===== config.mk =====
export PLATFORM = sky130hd
export DESIGN_NAME = acc_stream_unit
export DESIGN_NICKNAME = d
export VERILOG_FILES = /design/src/rtl/acc_pkg.sv /design/src/rtl/acc_addsub.sv /design/src/rtl/acc_stream_unit.sv
export SDC_FILE = /design/constraint.sdc
export NUM_CORES = 1
export LEC_CHECK = 0
export ABC_AREA = 1
export CAP_MARGIN = 10
export CORE_ASPECT_RATIO = 0.6
export CORE_MARGIN = 2
export CORE_UTILIZATION = 54
export CTS_CLUSTER_SIZE = 14
export DETAILED_ROUTE_END_ITERATION = 8
export DONT_BUFFER_PORTS = 1
export PLACE_DENSITY = 0.69
export SLEW_MARGIN = 40
export SYNTH_ARGS = -nofsm -noshare
export SYNTH_HDL_FRONTEND = slang
export SYNTH_HIERARCHICAL = 1
export SYNTH_SLANG_ARGS = --single-unit

===== constraint.sdc =====
create_clock -name clk -period 3.2 [get_ports clk]
set_input_delay 0.64 -clock clk [delete_from_list [all_inputs] [get_ports clk]]
set_output_delay 0.64 -clock clk [all_outputs]
set_load 0.05 [all_outputs]

===== src/rtl/acc_pkg.sv =====
// Shared types and constants for the accumulate stream stage.
package acc_pkg;

  localparam int ACC_W = 32;

  localparam logic [ACC_W-1:0] SAT_MAX = 32'h7FFF_FFFF;
  localparam logic [ACC_W-1:0] SAT_MIN = 32'h8000_0000;

  typedef enum logic [1:0] {
    IDLE  = 2'd0,
    ACCUM = 2'd1,
    DONE  = 2'd2
  } state_t;

  // Saturation target follows the sign of the running value before the overflowing add.
  function automatic logic [ACC_W-1:0] sat_value(input logic acc_neg);
    return acc_neg ? SAT_MIN : SAT_MAX;
  endfunction

endpackage


===== src/rtl/acc_addsub.sv =====
// Add/subtract wrapper around the 16+16 carry-select adder: a + (sub ? ~b : b) + sub.
module acc_addsub
  import acc_pkg::*;
(
  input  logic [ACC_W-1:0] a,
  input  logic [ACC_W-1:0] b,
  input  logic             sub,
  output logic [ACC_W-1:0] sum,
  output logic             cout,
  output logic             of
);

  logic [ACC_W-1:0] b_eff;
  logic [16:0]      lo_sum;
  logic [16:0]      hi_sum0;
  logic [16:0]      hi_sum1;

  assign b_eff = sub ? ~b : b;

  assign lo_sum  = {1'b0, a[15:0]}  + {1'b0, b_eff[15:0]}  + {16'd0, sub};
  // Both upper halves are computed in parallel; the lower carry only selects one.
  assign hi_sum0 = {1'b0, a[31:16]} + {1'b0, b_eff[31:16]};
  assign hi_sum1 = {1'b0, a[31:16]} + {1'b0, b_eff[31:16]} + 17'd1;

  always_comb begin
    sum  = '0;
    cout = 1'b0;
    sum[15:0] = lo_sum[15:0];
    if (lo_sum[16]) begin
      sum[31:16] = hi_sum1[15:0];
      cout       = hi_sum1[16];
    end else begin
      sum[31:16] = hi_sum0[15:0];
      cout       = hi_sum0[16];
    end
  end

  assign of = (a[31] == b_eff[31]) && (sum[31] != a[31]);

endmodule


===== src/rtl/acc_stream_unit.sv =====
// Streaming signed accumulator with valid/ready in and out and sticky overflow.
// Define ACC_SAT_EN to saturate the accumulator on signed overflow instead of wrapping.
module acc_stream_unit
  import acc_pkg::*;
#(
  parameter int WIDTH = 32,
  parameter int CNT_W = 8
) (
  input  logic             clk,
  input  logic             rst,
  input  logic             start,
  input  logic [CNT_W-1:0] len,
  input  logic             in_valid,
  output logic             in_ready,
  input  logic [WIDTH-1:0] in_data,
  input  logic             in_sub,
  output logic             out_valid,
  input  logic             out_ready,
  output logic [WIDTH-1:0] acc_out,
  output logic             cout_last,
  output logic             ovf,
  output logic             busy
);

  state_t           state;
  state_t           next_state;
  logic [WIDTH-1:0] acc;
  logic [CNT_W-1:0] cnt;
  logic             ovf_q;
  logic             cout_q;

  logic             hs;
  logic [WIDTH-1:0] add_sum;
  logic [WIDTH-1:0] acc_next;
  logic             add_cout;
  logic             add_of;

  acc_addsub u_addsub (
    .a    (acc),
    .b    (in_data),
    .sub  (in_sub),
    .sum  (add_sum),
    .cout (add_cout),
    .of   (add_of)
  );

`ifdef ACC_SAT_EN
  assign acc_next = add_of ? sat_value(acc[WIDTH-1]) : add_sum;
`else
  assign acc_next = add_sum;
`endif

  assign hs = in_valid && (state == ACCUM);

  always_ff @(posedge clk or posedge rst) begin
    if (rst) begin
      state <= IDLE;
    end else begin
      state <= next_state;
    end
  end

  always_comb begin
    next_state = state;
    case (state)
      IDLE: begin
        if (start) begin
          next_state = (len != '0) ? ACCUM : DONE;
        end
      end
      ACCUM: begin
        if (hs && (cnt == CNT_W'(1))) begin
          next_state = DONE;
        end
      end
      DONE: begin
        // start is deliberately ignored here; it is re-sampled once back in IDLE.
        if (out_ready) begin
          next_state = IDLE;
        end
      end
      default: next_state = IDLE;
    endcase
  end

  always_ff @(posedge clk or posedge rst) begin
    if (rst) begin
      acc    <= '0;
      cnt    <= '0;
      ovf_q  <= 1'b0;
      cout_q <= 1'b0;
    end else if ((state == IDLE) && start) begin
      acc    <= '0;
      cnt    <= len;
      ovf_q  <= 1'b0;
      cout_q <= 1'b0;
    end else if (hs) begin
      acc    <= acc_next;
      cnt    <= cnt - CNT_W'(1);
      ovf_q  <= ovf_q | add_of;
      cout_q <= add_cout;
    end
  end

  assign in_ready  = (state == ACCUM);
  assign out_valid = (state == DONE);
  assign busy      = (state != IDLE);
  assign acc_out   = acc;
  assign ovf       = ovf_q;
  assign cout_last = cout_q;

endmodule


==> impl_metrics.prom, run 1 <==
# TYPE chip_impl_metric gauge
chip_impl_info{name="outcome",value="complete, no violations"} 1
chip_impl_metric{name="cts-hold-fix-buffers",unit=""} 0
chip_impl_metric{name="die_area",unit="mm2"} 0.00891
chip_impl_metric{name="synth_xor_xnor_area_share",unit="%"} 12.1
chip_impl_info{name="grt_setup_unrepaired",value="false"} 1
chip_impl_info{name="synth_largest_area_cell",value="sky130_fd_sc_hd__dfrtp_1"} 1
chip_impl_metric{name="yosysWarningCount",unit=""} 6
chip_impl_metric{name="finalSetupViolations",unit=""} 0
chip_impl_metric{name="holdWs",unit="ns"} 0.280
chip_impl_metric{name="route.layer.met1.wl",unit="um"} 5840
chip_impl_metric{name="amount_of_wire_on_met2_after_detailed_routing",unit="um"} 4300
chip_impl_metric{name="detailedPlace.worstSlack",unit="ns"} 0.0587
chip_impl_metric{name="max_cap_viol_count",unit=""} 0
chip_impl_metric{name="design.portCount",unit=""} 83
chip_impl_metric{name="worst-endpoint-arrival",unit="ns"} 3.16
chip_impl_metric{name="final_layout_size_suffix_gt1_share",unit="%"} 9.38
chip_impl_metric{name="drt_pre_antenna_iters",unit=""} 6
chip_impl_metric{name="synth-simple-area-share",unit="%"} 28.2
chip_impl_metric{name="detailroute.via_count",unit=""} 4066
chip_impl_metric{name="synth-edff-count",unit=""} 0
chip_impl_metric{name="leakage_power_figure",unit="nW"} 2.61
chip_impl_metric{name="peakVddDrop",unit="uV"} 428
chip_impl_metric{name="initial_utilization",unit="%"} 55.8
chip_impl_metric{name="fillerInstances",unit=""} 775
chip_impl_metric{name="ys_ff_latch",unit=""} 44
chip_impl_metric{name="synthMuxAreaShare",unit="%"} 0
chip_impl_info{name="endpoint_kind",value="flip-flop"} 1
chip_impl_metric{name="fin_nets",unit=""} 712
chip_impl_metric{name="port_buffers",unit=""} 0
chip_impl_metric{name="grt_pass1_wl",unit="um"} 18500
chip_impl_metric{name="routed_wl",unit="um"} 11500
chip_impl_metric{name="share_of_the_clock_period_used_by_the_worst_path_after_layout",unit="%"} 92.2
chip_impl_metric{name="max_freq",unit="GHz"} 0.339
chip_impl_metric{name="die_x",unit="um"} 121
chip_impl_metric{name="synth_cells",unit=""} 614
chip_impl_metric{name="synth_cell_type_count",unit=""} 39
chip_impl_metric{name="grt_pass1_vias",unit=""} 3706
chip_impl_metric{name="finalPower",unit="mW"} 4.93
chip_impl_metric{name="multi_input_area",unit="mm2"} 0.00290
chip_impl_metric{name="synth_compound_area_share",unit="%"} 14.4
chip_impl_metric{name="cp.required",unit="ns"} 3.41
chip_impl_info{name="clock_tree_from_tritoncts",value="built"} 1
chip_impl_metric{name="htreeDepth",unit=""} 2
chip_impl_metric{name="mappedNetlistNets",unit=""} 698
chip_impl_metric{name="die_y",unit="um"} 73.9
chip_impl_metric{name="post-cts-setup-buffer-count",unit=""} 0
chip_impl_metric{name="netlist.area_leader.share",unit="%"} 25.0
chip_impl_metric{name="detail_route.vias_per_cell",unit=""} 5.52
chip_impl_metric{name="timing.clock.skew",unit="ns"} 0.00559
chip_impl_metric{name="clkLatencyLatePin",unit="ns"} 0.29
chip_impl_metric{name="synthesis.area_per_instance",unit="um2"} 7.17
chip_impl_metric{name="worst-r2r-setup-slack",unit="ns"} 0.38
chip_impl_metric{name="final_antenna_net_count",unit=""} 0
chip_impl_metric{name="maximum_number_of_pins_on_one_net_before_global_route_repair",unit=""} 45
chip_impl_metric{name="grt_antenna_before_repair",unit=""} 0
chip_impl_metric{name="dpl.hpwl",unit="um"} 9100
chip_impl_metric{name="synth_area",unit="mm2"} 0.00440
chip_impl_metric{name="iteration_0_drc_count_of_the_detailed_router",unit=""} 415
chip_impl_metric{name="drc_errors",unit=""} 0
chip_impl_info{name="timing.setup.critical_path_class",value="in -> reg"} 1
chip_impl_metric{name="timing.final.max_slew_violations",unit=""} 0
chip_impl_metric{name="crit_path_max_fanout",unit=""} 32
chip_impl_metric{name="synth_sequential_area_ratio",unit="%"} 25.0
chip_impl_info{name="main_combinational_cell_family_by_area_after_synthesis",value="simple AND/OR/NAND/NOR gates"} 1
chip_impl_metric{name="track_usage",unit="%"} 26.4
chip_impl_metric{name="power.density",unit="mW/mm2"} 1040
chip_impl_metric{name="detail_route.wl_per_cell",unit="um"} 15.6
chip_impl_metric{name="diodes",unit=""} 0
chip_impl_metric{name="cts-buffers-inserted",unit=""} 5
chip_impl_metric{name="synthArstFlopShare",unit="%"} 100
chip_impl_metric{name="cts.repair.resized",unit=""} 0
chip_impl_metric{name="synth_adder_area_share",unit="%"} 11.1
chip_impl_metric{name="floorplan.core_area",unit="mm2"} 0.00788
chip_impl_metric{name="max-clock-path-buffers",unit=""} 2
chip_impl_metric{name="timing_worst_slew_pin_value",unit="ns"} 0.730
chip_impl_info{name="cts_root_buffer",value="sky130_fd_sc_hd__clkbuf_16"} 1
chip_impl_metric{name="globalplace.congestion",unit=""} 0.935
chip_impl_metric{name="timing.final.ws_setup",unit="ns"} 0.249
chip_impl_metric{name="final_util",unit="%"} 60.3
chip_impl_metric{name="num_rows",unit=""} 25
chip_impl_info{name="synth.area.top_cells",value="sky130_fd_sc_hd__dfrtp_1, sky130_fd_sc_hd__nand2_1, sky130_fd_sc_hd__ha_1"} 1
chip_impl_metric{name="area_growth",unit="%"} 7.90
chip_impl_metric{name="grt_overflow",unit=""} 0
chip_impl_metric{name="cts.reportedPaths.clkPinSlew",unit="ns"} 0.07
chip_impl_metric{name="dr_wl_met3",unit="um"} 1310
chip_impl_info{name="synth_ff_type",value="sky130_fd_sc_hd__dfrtp_1"} 1
chip_impl_metric{name="final.min_clock_period",unit="ns"} 2.95
chip_impl_metric{name="max-slew-margin-rel",unit="%"} 51.2
chip_impl_metric{name="setup_total_negative_slack",unit="ns"} 0
chip_impl_metric{name="cts_num_sinks",unit=""} 44
chip_impl_info{name="worst_hold_path_type",value="in -> async"} 1
chip_impl_metric{name="register_area",unit="mm2"} 0.00110
chip_impl_info{name="start_kind",value="primary input"} 1
chip_impl_info{name="route.top_layer_used",value="met4"} 1
chip_impl_metric{name="hold_violations",unit=""} 0
kinds of logic after synthesis:
kind of cell,count (synthesis)
simple gates,279
buf+inv,97
compound gates,95
xor+xnor,61
flops,44
fa+ha+maj,38
cells in the mapped netlist, types with 4 or more instances:
master	count
sky130_fd_sc_hd__a21oi_1	32
sky130_fd_sc_hd__a22o_1	33
sky130_fd_sc_hd__buf_2	4
sky130_fd_sc_hd__buf_6	4
sky130_fd_sc_hd__dfrtp_1	44
sky130_fd_sc_hd__ha_1	36
sky130_fd_sc_hd__inv_1	79
sky130_fd_sc_hd__inv_2	6
sky130_fd_sc_hd__nand2_1	174
sky130_fd_sc_hd__nand2_2	5
sky130_fd_sc_hd__nand3_1	36
sky130_fd_sc_hd__nand4_1	6
sky130_fd_sc_hd__nor2_1	34
sky130_fd_sc_hd__nor2_2	7
sky130_fd_sc_hd__o21ai_0	13
sky130_fd_sc_hd__xnor2_1	10
sky130_fd_sc_hd__xor2_1	51
critical path, stage by stage:
cell and delay (ns):
sky130_fd_sc_hd__xor2_1 0.15, sky130_fd_sc_hd__ha_1 0.24, sky130_fd_sc_hd__inv_1 0.07, sky130_fd_sc_hd__fa_1 0.40, sky130_fd_sc_hd__inv_1 0.10, sky130_fd_sc_hd__nand3_1 0.09, sky130_fd_sc_hd__nand2_2 0.13, sky130_fd_sc_hd__nand2_1 0.07
sky130_fd_sc_hd__nand2_1 0.08, sky130_fd_sc_hd__nand2_1 0.12, sky130_fd_sc_hd__nand3b_1 0.11, sky130_fd_sc_hd__nand2_1 0.11, sky130_fd_sc_hd__nor2_2 0.23, sky130_fd_sc_hd__nand3_1 0.10, sky130_fd_sc_hd__nand2_1 0.11, sky130_fd_sc_hd__a21oi_1 0.08
sky130_fd_sc_hd__nor2_1 0.13, sky130_fd_sc_hd__nand2_1 0.06, sky130_fd_sc_hd__a21oi_1 0.13
area by class of cell:
cell class | count | area share [%]
sequential | 44 | 23.2
timing repair buffer | 19 | 3.00
inverter | 85 | 6.77
clock buffer | 6 | 2.92
multi-input combinational | 473 | 61.1
tap | 108 | 2.85
clock inverter | 2 | 0.211
placed cells by master, fill, tap and decap left out, types with 6 or more instances in the layout:
master and count:
sky130_fd_sc_hd__a21oi_1 32, sky130_fd_sc_hd__a22o_1 33, sky130_fd_sc_hd__buf_4 19, sky130_fd_sc_hd__dfrtp_1 44
sky130_fd_sc_hd__ha_1 36, sky130_fd_sc_hd__inv_1 78, sky130_fd_sc_hd__inv_2 6, sky130_fd_sc_hd__nand2_1 174
sky130_fd_sc_hd__nand3_1 36, sky130_fd_sc_hd__nand4_1 6, sky130_fd_sc_hd__nor2_1 33, sky130_fd_sc_hd__nor2_2 8
sky130_fd_sc_hd__o21ai_0 13, sky130_fd_sc_hd__xnor2_1 10, sky130_fd_sc_hd__xor2_1 51
metal layers:
layer,up-vias,GRT usage [%]
met5,-,0
met4,0,3.62
met3,10,8.13
met2,166,35.8
met1,1866,41.4
li1,2024,-
per-stage QoR:
| step | area [um2] | cells |
|---|---|---|
| 2_1_floorplan | 4410 | 614 |
| 3_3_place_gp | 4600 | 729 |
| 3_5_place_dp | 4600 | 729 |
| 4_1_cts | 4750 | 737 |
| 5_1_grt | 4750 | 737 |
| 6_report | 4750 | 737 |
report_power, final:
part / internal, mW / switching (mW) / leakage, nW
Combinational: 1.08 / 2.01 / 1.97
Clock: 0.309 / 0.231 / 0.0766
Sequential: 0.772 / 0.528 / 0.566
registers in the layout, indices dropped and copies added (netlist names):
signal	count
state	2
cnt	8
ovf	1
acc_out	32
cout_last	1
final timing paths:
| check | start | endpoint | depth (start not counted) |
|---|---|---|---|
| min reg2reg | cnt[4] | cnt[4] | 2 |
| min in group clk | len[3] | cnt[3] | 2 |
| min | rst | acc_out[26] | 1 |
| max | in_sub | ovf | 19 |
| max in group asynchronous | rst | acc_out[19] | 1 |
| max reg2reg | acc_out[27] | ovf | 14 |
No activity file was read; power rests on OpenSTA's default activity.
==> run 2: changes to the inputs <==
Settings changed: ABC_AREA 1 to not set, PLACE_DENSITY 0.69 to 0.67.
==> run 2 against run 1 <==
  * The run now ends with negative setup slack left
  * Non-clock buffer count increased by 69
  * Final cell count decreased by 15%
  * Cell area increased by 5.6%
  * Clock power about the same
  * Via count decreased by 11%
  * Power increased by 32%
  * Fmax decreased by 11%
  * Setup slack got worse by 0.37 ns
  * Critical path depth decreased by 5
  * Sequential share of layout area decreased by 1.2 points
  * Flip-flop and latch count unchanged
  * Critical path type unchanged
  * Largest cell class unchanged
  * Highest routed layer unchanged
==> impl_metrics.prom, run 2 <==
# TYPE chip_impl_metric gauge
chip_impl_info{name="outcome",value="finished, violations left"} 1
chip_impl_info{name="violations",value="negative setup slack"} 1
chip_impl_metric{name="dpl.hpwl",unit="um"} 7780
chip_impl_metric{name="yosysWarningCount",unit=""} 6
chip_impl_metric{name="die_area",unit="mm2"} 0.00820
chip_impl_metric{name="globalplace.congestion",unit=""} 0.887
chip_impl_metric{name="cts_num_sinks",unit=""} 44
chip_impl_metric{name="grt_pass1_vias",unit=""} 3564
chip_impl_metric{name="synth_cells",unit=""} 440
chip_impl_metric{name="synth_adder_area_share",unit="%"} 12.2
chip_impl_metric{name="final_layout_size_suffix_gt1_share",unit="%"} 25.4
chip_impl_info{name="worst_hold_path_type",value="in -> async"} 1
chip_impl_metric{name="cts.reportedPaths.clkPinSlew",unit="ns"} 0.07
chip_impl_metric{name="synth-simple-area-share",unit="%"} 19.0
chip_impl_info{name="synth.area.top_cells",value="sky130_fd_sc_hd__dfrtp_1, sky130_fd_sc_hd__ha_1, sky130_fd_sc_hd__xor2_1"} 1
chip_impl_metric{name="timing.final.ws_setup",unit="ns"} -0.118
chip_impl_metric{name="detail_route.wl_per_cell",unit="um"} 16.7
chip_impl_metric{name="timing_worst_slew_pin_value",unit="ns"} 0.702
chip_impl_metric{name="die_x",unit="um"} 116
chip_impl_metric{name="final_antenna_net_count",unit=""} 0
chip_impl_metric{name="synth_xor_xnor_area_share",unit="%"} 16.0
chip_impl_metric{name="fin_nets",unit=""} 603
chip_impl_metric{name="cp_slowest_stage_delay",unit="ns"} 0.39
chip_impl_metric{name="worst-endpoint-arrival",unit="ns"} 3.50
chip_impl_metric{name="diodes",unit=""} 0
chip_impl_metric{name="clkLatencyLatePin",unit="ns"} 0.29
chip_impl_metric{name="grt_overflow",unit=""} 0
chip_impl_metric{name="final.min_clock_period",unit="ns"} 3.32
chip_impl_metric{name="largest_register_ff_count",unit=""} 32
chip_impl_metric{name="detailedPlace.worstSlack",unit="ns"} -0.454
chip_impl_metric{name="cts-buffers-inserted",unit=""} 5
chip_impl_metric{name="max-slew-margin-rel",unit="%"} 52.8
chip_impl_metric{name="grt_antenna_before_repair",unit=""} 0
chip_impl_metric{name="max-clock-path-buffers",unit=""} 2
chip_impl_metric{name="initial_utilization",unit="%"} 55.7
chip_impl_metric{name="synth_area",unit="mm2"} 0.00403
chip_impl_info{name="synth_ff_type",value="sky130_fd_sc_hd__dfrtp_1"} 1
chip_impl_metric{name="num_rows",unit=""} 24
chip_impl_metric{name="drc_errors",unit=""} 0
chip_impl_metric{name="power.density",unit="mW/mm2"} 1290
chip_impl_metric{name="finalSetupViolations",unit=""} 6
chip_impl_metric{name="leakage_power_figure",unit="nW"} 2.37
chip_impl_info{name="path_cells",value="xor2_1 > ha_2 > inv_2 > fa_2 > nand3b_1 > a21oi_2 > nor3_4 > or3_4 > a2111oi_4 > nand2_1 > nor3b_2 > nand4_1 > xor2_1 > a22o_1"} 1
chip_impl_metric{name="floorplan.core_area",unit="mm2"} 0.00724
chip_impl_metric{name="final_util",unit="%"} 69.3
chip_impl_metric{name="ys_ff_latch",unit=""} 44
chip_impl_metric{name="worst-r2r-setup-slack",unit="ns"} 0.02
chip_impl_metric{name="placed_cells_incl_taps",unit=""} 608
chip_impl_info{name="clock_tree_from_tritoncts",value="built"} 1
chip_impl_metric{name="max_freq",unit="GHz"} 0.301
chip_impl_metric{name="synth_compound_area_share",unit="%"} 21.1
chip_impl_metric{name="hold_violations",unit=""} 0
chip_impl_metric{name="final-instance-count-excl-fill",unit=""} 624
chip_impl_metric{name="cp.required",unit="ns"} 3.38
chip_impl_metric{name="synthMuxAreaShare",unit="%"} 1.02
chip_impl_metric{name="crit_path_max_fanout",unit=""} 32
chip_impl_metric{name="detailroute.via_count",unit=""} 3605
chip_impl_metric{name="area_growth",unit="%"} 24.4
chip_impl_metric{name="iteration_0_drc_count_of_the_detailed_router",unit=""} 174
chip_impl_metric{name="drt_pre_antenna_iters",unit=""} 5
chip_impl_metric{name="synthesis.area_per_instance",unit="um2"} 9.17
chip_impl_info{name="start_kind",value="primary input"} 1
chip_impl_metric{name="grt_pass1_wl",unit="um"} 17200
chip_impl_metric{name="track_usage",unit="%"} 26.4
chip_impl_info{name="timing.critical_path.slowest_stage_cell",value="sky130_fd_sc_hd__or3_4"} 1
chip_impl_metric{name="max_cap_viol_count",unit=""} 0
chip_impl_metric{name="mappedNetlistNets",unit=""} 524
chip_impl_metric{name="maximum_number_of_pins_on_one_net_before_global_route_repair",unit=""} 45
chip_impl_info{name="layout_common_cells",value="sky130_fd_sc_hd__buf_4, sky130_fd_sc_hd__xor2_1, sky130_fd_sc_hd__dfrtp_1, sky130_fd_sc_hd__ha_1, sky130_fd_sc_hd__a22o_1"} 1
chip_impl_info{name="synth_largest_area_cell",value="sky130_fd_sc_hd__dfrtp_1"} 1
chip_impl_info{name="main_combinational_cell_family_by_area_after_synthesis",value="compound AO/OA/AOI/OAI gates"} 1
chip_impl_metric{name="design.portCount",unit=""} 83
chip_impl_info{name="grt_setup_unrepaired",value="true"} 1
chip_impl_metric{name="synth_sequential_area_ratio",unit="%"} 27.3
chip_impl_metric{name="htreeDepth",unit=""} 2
chip_impl_metric{name="netlist.area_leader.share",unit="%"} 27.3
chip_impl_info{name="netlist_top_cells_count",value="sky130_fd_sc_hd__xor2_1, sky130_fd_sc_hd__dfrtp_1, sky130_fd_sc_hd__ha_1, sky130_fd_sc_hd__a22o_1, sky130_fd_sc_hd__nor2_1"} 1
chip_impl_metric{name="synth-edff-count",unit=""} 0
chip_impl_metric{name="die_y",unit="um"} 70.9
chip_impl_info{name="cts_root_buffer",value="sky130_fd_sc_hd__clkbuf_16"} 1
chip_impl_metric{name="detail_route.vias_per_cell",unit=""} 5.78
chip_impl_metric{name="port_buffers",unit=""} 0
chip_impl_metric{name="synth_cell_type_count",unit=""} 68
chip_impl_metric{name="timing.clock.skew",unit="ns"} 0.00503
chip_impl_info{name="final_common_cell",value="sky130_fd_sc_hd__buf_4"} 1
chip_impl_metric{name="peakVddDrop",unit="uV"} 621
chip_impl_metric{name="share_of_the_clock_period_used_by_the_worst_path_after_layout",unit="%"} 104
chip_impl_info{name="yosysMostFrequentCell",value="sky130_fd_sc_hd__xor2_1"} 1
chip_impl_metric{name="synthArstFlopShare",unit="%"} 100
chip_impl_metric{name="holdWs",unit="ns"} 0.286
chip_impl_metric{name="routed_wl",unit="um"} 10400
chip_impl_info{name="timing.setup.critical_path_class",value="in -> reg"} 1
chip_impl_info{name="endpoint_kind",value="flip-flop"} 1
chip_impl_metric{name="timing.final.max_slew_violations",unit=""} 0
chip_impl_info{name="critical_path.most_common_cell",value="sky130_fd_sc_hd__xor2_1"} 1
==> run 2: logic make-up (layout without fill, tap and decap cells) <==
| family | after synthesis | after routing |
|---|---|---|
| mux | 4 | 4 |
| simple gates | 137 | 137 |
| buf+inv | 31 | 111 |
| fa+ha+maj | 38 | 38 |
| compound gates | 114 | 114 |
| xor+xnor | 72 | 72 |
| flops | 44 | 44 |
==> run 2: path summary, 6_finish.rpt <==
check,depth (start not counted),startpoint,endpoint
min in group clk,2,len[5],cnt[5]
max in group asynchronous,1,rst,ovf
max,14,in_sub,cout_last
max reg2reg,13,acc_out[0],cout_last
min reg2reg,2,cnt[5],cnt[5]
min,1,rst,acc_out[1]
==> run 2: worst max-delay path: cells and delay by family <==
kind	cells	cell delay [ns]
buf+inv	1	0.04
compound gates	3	0.78
xor+xnor	2	0.34
simple gates	6	1.16
fa+ha+maj	2	0.54
==> run 2: area by class of cell <==
cell class              instances  area (um2)
clock buffers                   6         139
clock inverters                 2        10.0
fillers                       585        2220
inverters                      15        58.8
multi-input cells             365        2910
flip-flops and latches         44        1100
well taps                     104         130
repair buffers                 88         668
==> run 2: what timing repair did <==
action,in CTS,in global routing
buffers inserted,4,5
pin swaps,3,14
setup endpoints to repair,6,11
gates resized for setup,2,12
hold buffers,0,0
hold endpoints to repair,0,0
==> run 2: metal layers <==
metal | global-route usage [%] | vias up | part of all wire, %
met5 | 0 | - | 0
met2 | 40.5 | 99 | 43
met1 | 39.5 | 1721 | 50
met3 | 5.31 | 10 | 6.3
li1 | - | 1775 | -
met4 | 3.88 | 0 | 0.60
==> run 2: per-stage QoR <==
stage | setup TNS, ns | power (mW) | instance area [um2]
6_report | -0.267 | 6.49 | 5010
3_5_place_dp | -3.67 | 5.74 | 4740
3_3_place_gp | -3.22 | 5.64 | 4730
5_1_grt | -1.30 | 6.98 | 5010
2_1_floorplan | -6.09 | 4.34 | 4170
4_1_cts | -0.171 | 6.35 | 4930
==> run 2: power breakdown <==
part,total [mW],switching [mW],internal (mW)
Sequential,1.17,0.350,0.824
Combinational,4.78,2.66,2.12
Clock,0.537,0.228,0.308
Total,6.49,3.24,3.25
